### src/rtl/bldc_drive_pkg.sv
// Shared constants for the BLDC drive sequencer: state encoding and state_out width.
package bldc_drive_pkg;

  localparam int unsigned STATE_W = 3;

  localparam logic [STATE_W-1:0] ST_IDLE  = 3'd0;
  localparam logic [STATE_W-1:0] ST_RUN   = 3'd1;
  localparam logic [STATE_W-1:0] ST_STOP  = 3'd2;
  localparam logic [STATE_W-1:0] ST_DWELL = 3'd3;
  localparam logic [STATE_W-1:0] ST_FAULT = 3'd4;

  typedef enum logic [STATE_W-1:0] {
    S_IDLE  = ST_IDLE,
    S_RUN   = ST_RUN,
    S_STOP  = ST_STOP,
    S_DWELL = ST_DWELL,
    S_FAULT = ST_FAULT
  } state_t;

endpackage

### src/rtl/bldc_ramp_tick.sv
// Ramp prescaler: one-cycle tick every RAMP_DIV clocks while run is high.
// clear marks the first cycle of a new state, where the count reads as zero.
module bldc_ramp_tick
  import bldc_drive_pkg::*;
#(
  parameter int unsigned RAMP_DIV = 1000,
  parameter int unsigned CNTW     = 20
) (
  input  logic clk,
  input  logic rst,
  input  logic clear,
  input  logic run,
  output logic tick_c
);

  logic [CNTW-1:0] cnt;
  logic [CNTW-1:0] cnt_eff;

  always_comb begin
    cnt_eff = clear ? '0 : cnt;
    tick_c  = run && (cnt_eff == CNTW'(RAMP_DIV - 1));
  end

  always_ff @(posedge clk or posedge rst) begin
    if (rst) begin
      cnt <= '0;
    end else if (!run || tick_c) begin
      cnt <= '0;
    end else begin
      cnt <= cnt_eff + CNTW'(1);
    end
  end

endmodule

### src/rtl/bldc_drive_sequencer.sv
// Supervisory sequencer: rate-limited duty, direction reversal via stop/dwell, latched faults.
// Optional hall-silence stall detection is built when BLDC_STALL_DETECT_EN is defined.
module bldc_drive_sequencer
  import bldc_drive_pkg::*;
#(
  parameter int unsigned DWIDTH       = 10,
  parameter int unsigned RAMP_DIV     = 1000,
  parameter int unsigned RAMP_STEP    = 1,
  parameter int unsigned DWELL_CYCLES = 50000,
  parameter int unsigned STALL_CYCLES = 1000000,
  parameter int unsigned CNTW         = 20
) (
  input  logic               clk,
  input  logic               rst,
  input  logic               enable,
  input  logic               dir_req,
  input  logic [DWIDTH-1:0]  potensio_value,
  input  logic               fault_in,
  input  logic               HallA,
  input  logic               HallB,
  input  logic               HallC,
  output logic [DWIDTH-1:0]  duty_cmd,
  output logic               forward,
  output logic               drive_en,
  output logic               busy,
  output logic [STATE_W-1:0] state_out,
  output logic               fault_out,
  output logic               stall_out
);

  localparam int unsigned XW = DWIDTH + 1;
  localparam logic [XW-1:0] STEP_X = XW'(RAMP_STEP);

  state_t          state;
  state_t          prev_state;
  logic [CNTW-1:0] dwell_cnt;
  logic            tick_c;
  logic            stall_c;
  logic [XW-1:0]   duty_x;
  logic [XW-1:0]   pot_x;
  logic [XW-1:0]   diff_x;
  logic [XW-1:0]   step_x;
  logic [DWIDTH-1:0] ramp_c;
  logic [DWIDTH-1:0] stop_c;

  assign state_out = state;

  bldc_ramp_tick #(
    .RAMP_DIV (RAMP_DIV),
    .CNTW     (CNTW)
  ) u_ramp_tick (
    .clk    (clk),
    .rst    (rst),
    .clear  (state != prev_state),
    .run    ((state == S_RUN) || (state == S_STOP)),
    .tick_c (tick_c)
  );

  // One ramp step toward the setpoint, clamped so it never crosses it.
  always_comb begin
    duty_x = {1'b0, duty_cmd};
    pot_x  = {1'b0, potensio_value};
    diff_x = (pot_x > duty_x) ? (pot_x - duty_x) : (duty_x - pot_x);
    step_x = (diff_x < STEP_X) ? diff_x : STEP_X;
    if (pot_x > duty_x) begin
      ramp_c = duty_cmd + step_x[DWIDTH-1:0];
    end else begin
      ramp_c = duty_cmd - step_x[DWIDTH-1:0];
    end
    stop_c = (duty_x > STEP_X) ? (duty_cmd - STEP_X[DWIDTH-1:0]) : '0;
  end

`ifdef BLDC_STALL_DETECT_EN
  logic [2:0]      hall_s1;
  logic [2:0]      hall_s2;
  logic [2:0]      hall_prev;
  logic [CNTW-1:0] stall_cnt;
  logic            hall_edge_c;
  logic            stall_arm_c;

  always_comb begin
    hall_edge_c = (hall_s2 != hall_prev);
    stall_arm_c = (state == S_RUN) && (duty_cmd != '0) && !hall_edge_c;
    stall_c     = stall_arm_c && (stall_cnt == CNTW'(STALL_CYCLES - 1));
  end

  // Hall synchronizer, silence counter and latched stall flag.
  always_ff @(posedge clk or posedge rst) begin
    if (rst) begin
      hall_s1   <= '0;
      hall_s2   <= '0;
      hall_prev <= '0;
      stall_cnt <= '0;
      stall_out <= 1'b0;
    end else begin
      hall_s1   <= {HallA, HallB, HallC};
      hall_s2   <= hall_s1;
      hall_prev <= hall_s2;
      stall_cnt <= (stall_arm_c && !stall_c) ? (stall_cnt + CNTW'(1)) : '0;
      if ((state == S_FAULT) && !fault_in && !enable) begin
        stall_out <= 1'b0;
      end else if (stall_c && !fault_in) begin
        stall_out <= 1'b1;
      end
    end
  end
`else
  logic unused_hall;
  assign unused_hall = ^{HallA, HallB, HallC, CNTW'(STALL_CYCLES)};
  assign stall_c     = 1'b0;
  assign stall_out   = 1'b0;
`endif

  // Main sequencer; faults pre-empt every other transition.
  always_ff @(posedge clk or posedge rst) begin
    if (rst) begin
      state      <= S_IDLE;
      prev_state <= S_IDLE;
      duty_cmd   <= '0;
      forward    <= 1'b1;
      drive_en   <= 1'b0;
      busy       <= 1'b0;
      fault_out  <= 1'b0;
      dwell_cnt  <= '0;
    end else begin
      prev_state <= state;
      dwell_cnt  <= '0;
      if (fault_in || stall_c) begin
        state     <= S_FAULT;
        duty_cmd  <= '0;
        drive_en  <= 1'b0;
        fault_out <= 1'b1;
        busy      <= 1'b0;
      end else begin
        case (state)
          S_IDLE: begin
            duty_cmd <= '0;
            if (enable) begin
              state    <= S_RUN;
              forward  <= dir_req;
              drive_en <= 1'b1;
              busy     <= (potensio_value != '0);
            end else begin
              busy <= 1'b0;
            end
          end
          S_RUN: begin
            if (!enable || (dir_req != forward)) begin
              state <= S_STOP;
              busy  <= 1'b1;
            end else if (tick_c) begin
              duty_cmd <= ramp_c;
              busy     <= (ramp_c != potensio_value);
            end else begin
              busy <= (duty_cmd != potensio_value);
            end
          end
          S_STOP: begin
            busy <= 1'b1;
            if (duty_cmd == '0) begin
              drive_en <= 1'b0;
              state    <= S_DWELL;
            end else if (tick_c) begin
              duty_cmd <= stop_c;
            end
          end
          S_DWELL: begin
            if (dwell_cnt == CNTW'(DWELL_CYCLES - 1)) begin
              if (enable) begin
                state    <= S_RUN;
                forward  <= dir_req;
                drive_en <= 1'b1;
                busy     <= (potensio_value != '0);
              end else begin
                state <= S_IDLE;
                busy  <= 1'b0;
              end
            end else begin
              dwell_cnt <= dwell_cnt + CNTW'(1);
              busy      <= 1'b1;
            end
          end
          S_FAULT: begin
            busy <= 1'b0;
            if (!enable) begin
              state     <= S_IDLE;
              fault_out <= 1'b0;
            end
          end
          default: begin
            state <= S_IDLE;
          end
        endcase
      end
    end
  end

endmodule

### config.mk
export PLATFORM = sky130hd
export DESIGN_NAME = bldc_drive_sequencer
export DESIGN_NICKNAME = d
export VERILOG_FILES = /design/src/rtl/bldc_drive_pkg.sv /design/src/rtl/bldc_ramp_tick.sv /design/src/rtl/bldc_drive_sequencer.sv
export SDC_FILE = /design/constraint.sdc
export NUM_CORES = 1
export LEC_CHECK = 0
export ABC_AREA = 1
export BUFFER_PORTS_ARGS = -buffer_cell sky130_fd_sc_hd__buf_2
export CORE_ASPECT_RATIO = 0.7
export CORE_UTILIZATION = 50
export CTS_CLUSTER_SIZE = 30
export DETAILED_ROUTE_END_ITERATION = 10
export PLACE_DENSITY = 0.68
export SYNTH_ARGS = -nofsm -noshare
export SYNTH_HDL_FRONTEND = slang
export SYNTH_HIERARCHICAL = 1
export SYNTH_SLANG_ARGS = --single-unit
### constraint.sdc
create_clock -name clk -period 9.7 [get_ports clk]
set_input_delay 0.485 -clock clk [delete_from_list [all_inputs] [get_ports clk]]
set_output_delay 0.485 -clock clk [all_outputs]
set_load 0.02 [all_outputs]
==> results.cfg, run 1 <==
[worst_setup_path]
cp.required_ps = 9920
arrival_ps = 5530
path_max_fanout = 7
crit_type = register to register
cp_slowest_cell = dfrtp_1
r2r_setup_slack_ps = 4390
cpMostUsedCell = nand2_1
critPathCaptureType = register
max_stage_delay_ps = 520
critPathLaunchType = register

[placement]
io_buffer_count = 31
place_area_um2 = 5619
dpl.hpwl_mm = 11.18
gp_congestion = 0.9506
pre_cts_slack_ps = 4442

[cts]
postCtsSetupRepairBufs = 0
numCtsBuffers = 9
clk_latency_ps = 330
clock-root-buffer = clkbuf_16
cts_resized = 0
ctsHoldBuffers = 0
clk_transition_reported_paths_ps = 50
cts_tree = built
htree_levels = 3
clk_path_buf_depth = 2
cts_sinks = 60

[grt]
antenna_found_initial = 1
grt_pass1_vias = 4830
grt_max_degree = 41
grt_pass1_wl_mm = 23.36
grt_overflow = 0
gr-usage-all-layers_pct = 26.80

[outcome]
status = completed

[logic_synthesis]
synth_area_per_cell_um2 = 6.837
yosys_warnings = 6
yosysSeqAreaShare_pct = 27.89
synth.mux.area_fraction_pct = 0
synth.distinct_cells = 51
yosys.area_share.xor_xnor_pct = 6.015
synth_compound_area_share_pct = 10.33
synth_flop_cell = dfrtp_1
synth_top_area_cell = dfrtp_1
synth_top_area_share_pct = 27.40
netlist_instances = 788
synthSimpleGateAreaFrac_pct = 36.00
netlist_area_um2 = 5388
synth_top_family_by_area = simple AND/OR/NAND/NOR gates
syn_nets = 843
post_synth_fa_ha_maj_area_fraction_pct = 9.011
ys_seq_elements = 60
synthArstFlopShare_pct = 100.0
yosys-top-cells-area = dfrtp_1, nand2_1, inv_1
synth_edf_count = 0

[sta]
skew_ps = 6.515
hold-worst-slack_ps = 299.8
fin_crit_ps = 5315
hold_violations = 0
slew_viol_final = 0
fin_ws_ps = 4385
relSlewSlack_pct = 48.84
setup_viol_count_final = 0
clock.fmax_ghz = 0.1882
rsz0062_at_grt = false
finalCritPeriodShare_pct = 54.79
setup_tns_ps = 0
worstMarginPinSlew_ps = 766.5

[cells_and_area]
syn2layout_area_growth_pct = 10.20
utilization_pct = 57.11
antennaDiodeCount = 0
nFillCells = 992
fin_area_um2 = 5937
drive_gt1_share_pct = 12.62
fin_nets = 874

[floorplanning]
die_h_um = 88.85
core_area_um2 = 10400
initial_utilization_pct = 51.83
io_pins = 36
die_area_um2 = 11200
die_x_um = 126.1
rows = 31

[drt]
wl_per_cell_um = 14.98
drc = 0
wirelength_mm = 14.32
firstDrtPassIters = 6
ant_nets = 0
num_vias = 5227
viasPerCell = 5.468
drt_iter0_markers = 485

[min_path]
min_path_type = input pin to async pin

[power_and_ir_drop]
p_leak_nw = 2.869
ir_drop_uv = 86.02
power_density_nw_per_um2 = 133.6

[job]
maxCapViolCount = 0
routing by layer:
metal / global-route usage, % / up-vias / part of all wire [%] / wire [um]
li1: - / 2613 / - / -
met1: 38.45 / 2386 / 50 / 7160
met2: 39.63 / 207 / 40 / 5794
met3: 6.953 / 19 / 8.1 / 1156
met4: 7.558 / 2 / 1.4 / 203
met5: 0 / - / 0.070 / 10
path summary, 6_finish.rpt:
check	from	end	depth (start not counted)
min in group clk	dir_req	forward	3
hold reg to reg	dwell_cnt[0]	dwell_cnt[0]	1
setup / recovery	duty_cmd[2]	busy	28
setup reg to reg	duty_cmd[2]	busy	28
max in group asynchronous	rst	u_ramp_tick/cnt[14]	2
hold / removal	rst	fault_out	3
cells in the final DEF (no fill, tap or decap), types with 14 or more instances in the layout:
cell and instances:
a21oi_1 41, buf_2 31, dfrtp_1 59, ha_1 34
inv_1 114, nand2_1 169, nand2_2 16, nand3_1 63
nand4_1 15, nor2_1 97, nor3_1 14, o21ai_0 23
xnor2_1 14, xor2_1 23
final cells by class:
cell class                 instances  area, um2  area share, %
multi-input combinational        590       3313          55.81
sequential                        60       1503          25.31
inverter                         126      475.5          8.008
clock buffer                      11      242.7          4.089
tap                              132      165.2          2.782
timing repair buffer              32      162.7          2.740
clock inverter                     5      75.07          1.264
synthesized netlist by cell type, drive strengths merged, types with 3 or more instances:
library cell,count
inv,124
o22ai,9
or2,6
o21ai,30
nor3,16
nand2,189
buf,10
xor2,23
nor2,105
nand4,15
xnor2,14
nor3b,7
nand3,73
dfrtp,59
fa,3
nor4,4
a21oi,41
ha,34
worst max-delay path, delay by kind of cell, from the launching register on:
| family | cells | cell delay [ps] |
|---|---|---|
| AO/OA/AOI/OAI | 8 | 1780 |
| XOR/XNOR | 1 | 190 |
| adder cells (fa/ha/maj) | 3 | 1250 |
| buffers and inverters | 2 | 220 |
| flip-flops | 1 | 520 |
| AND/OR/NAND/NOR | 14 | 1250 |
metrics by stage:
stage / total power (W) / std cells
3_5_place_dp: 0.0004538 / 940
2_1_floorplan: 0.0004148 / 788
4_1_cts: 0.0007975 / 956
3_3_place_gp: 0.0004509 / 940
5_1_grt: 0.0008351 / 956
6_report: 0.0007935 / 956
report_power, final:
group / leakage, nW / total (W) / internal (W) / switching, W
clock network: 0.159 / 0.000339 / 0.000230 / 0.000109
logic: 1.89 / 0.000186 / 0.0000583 / 0.000128
registers: 0.821 / 0.000268 / 0.000258 / 0.0000102
total: 2.87 / 0.000793 / 0.000547 / 0.000247
sequential cells by signal, indices dropped and copies added (netlist names):
name             cells
fault_out            1
drive_en             1
dwell_cnt           20
prev_state           3
forward              1
state_out            3
duty_cmd            10
busy                 1
u_ramp_tick/cnt     20
logic make-up (layout without fill, tap and decap cells):
family                   Yosys count  after routing
AND/OR/NAND/NOR                  416            416
buffers and inverters            138            174
AO/OA/AOI/OAI                     98             98
flip-flops                        60             60
adder cells (fa/ha/maj)           37             37
XOR/XNOR                          37             37
other                              2              2
(Power assumes the default switching activity.)
==> run 2: changes to the inputs <==
==> constraint.sdc (replaced) <==
create_clock -name clk -period 4.9 [get_ports clk]
set_input_delay 0.245 -clock clk [delete_from_list [all_inputs] [get_ports clk]]
set_output_delay 0.245 -clock clk [all_outputs]
set_load 0.02 [all_outputs]
==> run 2 against run 1 <==
Maximum frequency grew 17%. Global-route usage grew 1.2 points. Combinational power rose by 120%. Die area unchanged. Power grew 110%. Clock power increased by 120%. Worst hold slack worse by 250 ps. Flip-flop and latch count is the same. Non-clock buffer count is 15 higher. Worst setup slack worse by 4000 ps. Sequential share of layout area fell by 1.0 points. Critical endpoint unchanged. Largest cell class unchanged. Largest power group unchanged.
==> results.cfg, run 2 (synthesis results as in run 1) <==
[cells_and_area]
drive_gt1_share_pct = 16.57
syn2layout_area_growth_pct = 14.93
mostFrequentLayoutCells = nand2_1, inv_1, nor2_1
nFillCells = 953
reg_top3 = dwell_cnt: 20 flops, u_ramp_tick/cnt: 20 flops, duty_cmd: 10 flops
antennaDiodeCount = 0
fin_nets = 889
fin_area_um2 = 6192
final_common_cell = nand2_1

[placement]
dpl.hpwl_mm = 11.52
place_area_um2 = 5709
io_buffer_count = 31
gp_congestion = 0.9653

[floorplanning]
die_area_um2 = 11200
rows = 31
core_area_um2 = 10400
die_x_um = 126.1
die_h_um = 88.85
initial_utilization_pct = 51.83
io_pins = 36

[sta]
setup_tns_ps = 0
finalCritPeriodShare_pct = 92.94
setup_viol_count_final = 0
skew_ps = 9.496
worstMarginPinSlew_ps = 784.0
hold-worst-slack_ps = 47.29
hold_violations = 0
relSlewSlack_pct = 47.68
clock.fmax_ghz = 0.2196
slew_viol_final = 0
fin_crit_ps = 4554

[drt]
viasPerCell = 5.512
num_vias = 5352
wl_per_cell_um = 15.37
drt_iter0_markers = 579
ant_nets = 0
firstDrtPassIters = 5
drc = 0
wirelength_mm = 14.92

[worst_setup_path]
cpMostUsedCell = nand2_1
cp.required_ps = 5120
cp_slowest_cell = dfrtp_1
critPathCaptureType = register
max_stage_delay_ps = 450
arrival_ps = 4770
crit_type = register to register
path_max_fanout = 8
critPathLaunchType = register

[job]
maxCapViolCount = 0

[cts]
clk_latency_ps = 340
cts_tree = built
clock-root-buffer = clkbuf_16
numCtsBuffers = 9
clk_path_buf_depth = 2
cts_sinks = 60
htree_levels = 3
ctsHoldBuffers = 0
clk_transition_reported_paths_ps = 60

[grt]
grt_pass1_vias = 5009
grt_pass1_wl_mm = 24.57
grt_overflow = 0
gr-usage-all-layers_pct = 28.03
grt_max_degree = 41
antenna_found_initial = 1

[outcome]
status = completed

[power_and_ir_drop]
p_total_w = 0.001689
ir_drop_uv = 174.7
p_leak_nw = 2.950
power_density_nw_per_um2 = 272.8

[min_path]
min_path_type = input pin to async pin
[run 2: area by class of cell]
cell class	count	area, um2	area share (%)
multi-input combinational	590	3413	55.12
sequential	60	1504	24.29
inverter	126	475.5	7.678
timing repair buffer	47	275.3	4.445
clock buffer	11	252.7	4.082
tap	132	165.2	2.667
clock inverter	5	106.4	1.718
[run 2: critical path, delay by kind of cell, from the launching register on]
kind	cells	cell delay, ps
AO/OA/AOI/OAI	2	270
XOR/XNOR	2	470
adder cells (fa/ha/maj)	3	1050
buffers and inverters	2	220
flip-flops	1	450
AND/OR/NAND/NOR	23	1970
[run 2: per-layer routing]
layer | track usage (%) | wire length (um) | vias up
met1 | 40.50 | 7235 | 2463
met5 | 0 | 11 | -
met3 | 7.920 | 1349 | 23
met2 | 40.98 | 6163 | 226
met4 | 7.010 | 163 | 2
li1 | - | - | 2638
[run 2: worst paths after layout]
check                             start                  to  slack [ps]  depth (start not counted)
max                         duty_cmd[3]                busy         350                         32
min                                 rst       dwell_cnt[16]          50                          3
max reg2reg                 duty_cmd[3]                busy         350                         32
min reg2reg                dwell_cnt[0]        dwell_cnt[0]         460                          1
max in group asynchronous           rst  u_ramp_tick/cnt[8]        4340                          2
min in group clk                dir_req             forward         190                          3
[run 2: what timing repair did]
| item | in CTS | in global routing |
|---|---|---|
| resized for setup | 0 | 25 |
| setup buffers | 0 | 3 |
| endpoints found under the setup margin | 0 | 1 |
[run 2: metrics by stage]
stage / worst slack [ps] / util [%] / instances
3_3_place_gp: 241.5 / 54.92 / 952
3_5_place_dp: 170.1 / 54.92 / 952
6_report: 345.7 / 59.57 / 971
2_1_floorplan: 686.1 / - / 788
5_1_grt: -4.593 / 59.57 / 971
4_1_cts: 128.9 / 58.38 / 968
[run 2: power by group]
group / internal (W) / switching, W / total, W / leakage [nW]
Combinational: 0.000134 / 0.000267 / 0.000401 / 1.96
Sequential: 0.000511 / 0.0000167 / 0.000527 / 0.820
Clock: 0.000526 / 0.000235 / 0.000761 / 0.172
==> run 3: changes to the inputs <==
--- a/config.mk
+++ b/config.mk
@@ -11,6 +11,7 @@
 export CORE_UTILIZATION = 50
 export CTS_CLUSTER_SIZE = 30
 export DETAILED_ROUTE_END_ITERATION = 10
+export MAX_ROUTING_LAYER = met4
 export PLACE_DENSITY = 0.68
 export SYNTH_ARGS = -nofsm -noshare
 export SYNTH_HDL_FRONTEND = slang
==> run 3 against run 2 <==
Sequential share of layout area up 0.14 points. Utilization down 0.30 points. Cell area down 0.51%.
==> results.cfg, run 3 (synthesis results as in run 1) <==
[cts]
ctsHoldBuffers = 0
cts_tree = built
clk_path_buf_depth = 2
htree_levels = 3
clock-root-buffer = clkbuf_16
cts_sinks = 60
numCtsBuffers = 9
clk_latency_ps = 330
clk_transition_reported_paths_ps = 50

[worst_setup_path]
critPathLaunchType = register
cp_slowest_cell = fa_2
rr_worst_depth = 31
cp.required_ps = 5120
max_stage_delay_ps = 490
cpMostUsedCell = nand2_1
crit_type = register to register
path_max_fanout = 4
arrival_ps = 4820
setup.worst_path.start = duty_cmd[0]
endpoint = busy
r2r_start = duty_cmd[0]
critPathCaptureType = register
worstReg2RegEnd = busy
r2r_setup_slack_ps = 290

[drt]
num_vias = 5294
firstDrtPassIters = 5
viasPerCell = 5.435
drt_iter0_markers = 493
ant_nets = 0
wirelength_mm = 14.40
wl_per_cell_um = 14.79
drc = 0

[floorplanning]
die_h_um = 88.85
die_area_um2 = 11200
io_pins = 36
core_area_um2 = 10400
die_x_um = 126.1
initial_utilization_pct = 51.83
rows = 31

[cells_and_area]
fin_nets = 891
seqCellArea_um2 = 1505
nFillCells = 948
multi_input_area_um2 = 3427
mostFrequentLayoutCells = nand2_1, inv_1, nor2_1
drive_gt1_share_pct = 16.65
syn2layout_area_growth_pct = 14.35
reg_top3 = dwell_cnt: 20 flops, u_ramp_tick/cnt: 20 flops, duty_cmd: 10 flops
final_common_cell = nand2_1

[grt]
grt_pass1_vias = 4676
gr-usage-all-layers_pct = 27.70
antenna_found_initial = 1
grt_max_degree = 41
grt_pass1_wl_mm = 23.41
grt_overflow = 0

[sta]
clock.fmax_ghz = 0.2171
finalCritPeriodShare_pct = 94.02
rsz0062_at_grt = false
hold_violations = 0
setup_tns_ps = 0
fin_crit_ps = 4607
slew_viol_final = 0
worstMarginPinSlew_ps = 799.3
skew_ps = 7.087
relSlewSlack_pct = 46.65
setup_viol_count_final = 0

[placement]
io_buffer_count = 31
dpl.hpwl_mm = 11.26
gp_congestion = 0.9728

[power_and_ir_drop]
ir_drop_uv = 170.3
p_leak_nw = 2.925
power_density_nw_per_um2 = 252.4
p_total_w = 0.001555

[job]
maxCapViolCount = 0

[outcome]
status = completed

[min_path]
min_path_type = input pin to async pin
-- run 3: report_power, final --
group | switching [W] | leakage [nW] | internal (W)
Combinational | 0.000262 | 1.96 | 0.000136
Sequential | 0.0000173 | 0.818 | 0.000511
Clock | 0.000222 | 0.147 | 0.000406
Total | 0.000502 | 2.92 | 0.00105
-- run 3: critical path: cells and delay by family, from the launching register on --
family	cells	cell delay, ps
adder cells (fa/ha/maj)	4	1360
AO/OA/AOI/OAI	6	940
AND/OR/NAND/NOR	19	1600
flip-flops	1	390
buffers and inverters	2	160
-- run 3: worst min path at each step --
stage                         endpoint  slack (ps)  cells after the start
floorplan           u_ramp_tick/cnt[0]         210                      1
global placement             fault_out         400                      3
detailed placement           fault_out         420                      3
CTS                           drive_en          60                      3
global route             prev_state[0]         130                      3
finish                   prev_state[1]          50                      3
-- run 3: layout make-up --
| type | instances | area share [%] |
|---|---|---|
| multi-input combinational | 590 | 55.63 |
| sequential | 60 | 24.43 |
| inverter | 126 | 7.717 |
| timing repair buffer | 49 | 4.712 |
| clock buffer | 12 | 4.001 |
| tap | 132 | 2.681 |
| clock inverter | 4 | 0.7920 |
| antenna | 1 | 0.04062 |
-- run 3: stage by stage --
stage / utilization [%] / instance area, um2 / cells / setup slack (ps) / hold WS [ps]
CTS: 57.91 / 6020 / 970 / 168.5 / 55.74
detailed placement: 55.07 / 5724 / 954 / 187.8 / 415.2
finish: 59.27 / 6161 / 974 / 293.2 / 45.84
floorplan: - / 5388 / 788 / 686.1 / 208.8
global route: 59.27 / 6161 / 974 / 6.354 / 126.8
global placement: 55.07 / 5724 / 954 / 279.9 / 404.8
-- run 3: timing repair --
item                                    4_1_cts  5_1_grt
endpoints found under the setup margin        0        1
gates resized for setup                       0       27
buffers inserted                              0        3
-- run 3: metal layers --
metal  vias to the layer above  global-route usage, %  share of wire, %
met4                         0                  5.586               1.0
met2                       208                  38.17                39
met5                         -                      -                 0
met3                        15                  6.288               8.2
met1                      2428                  40.71                51
li1                       2643                      -                 -
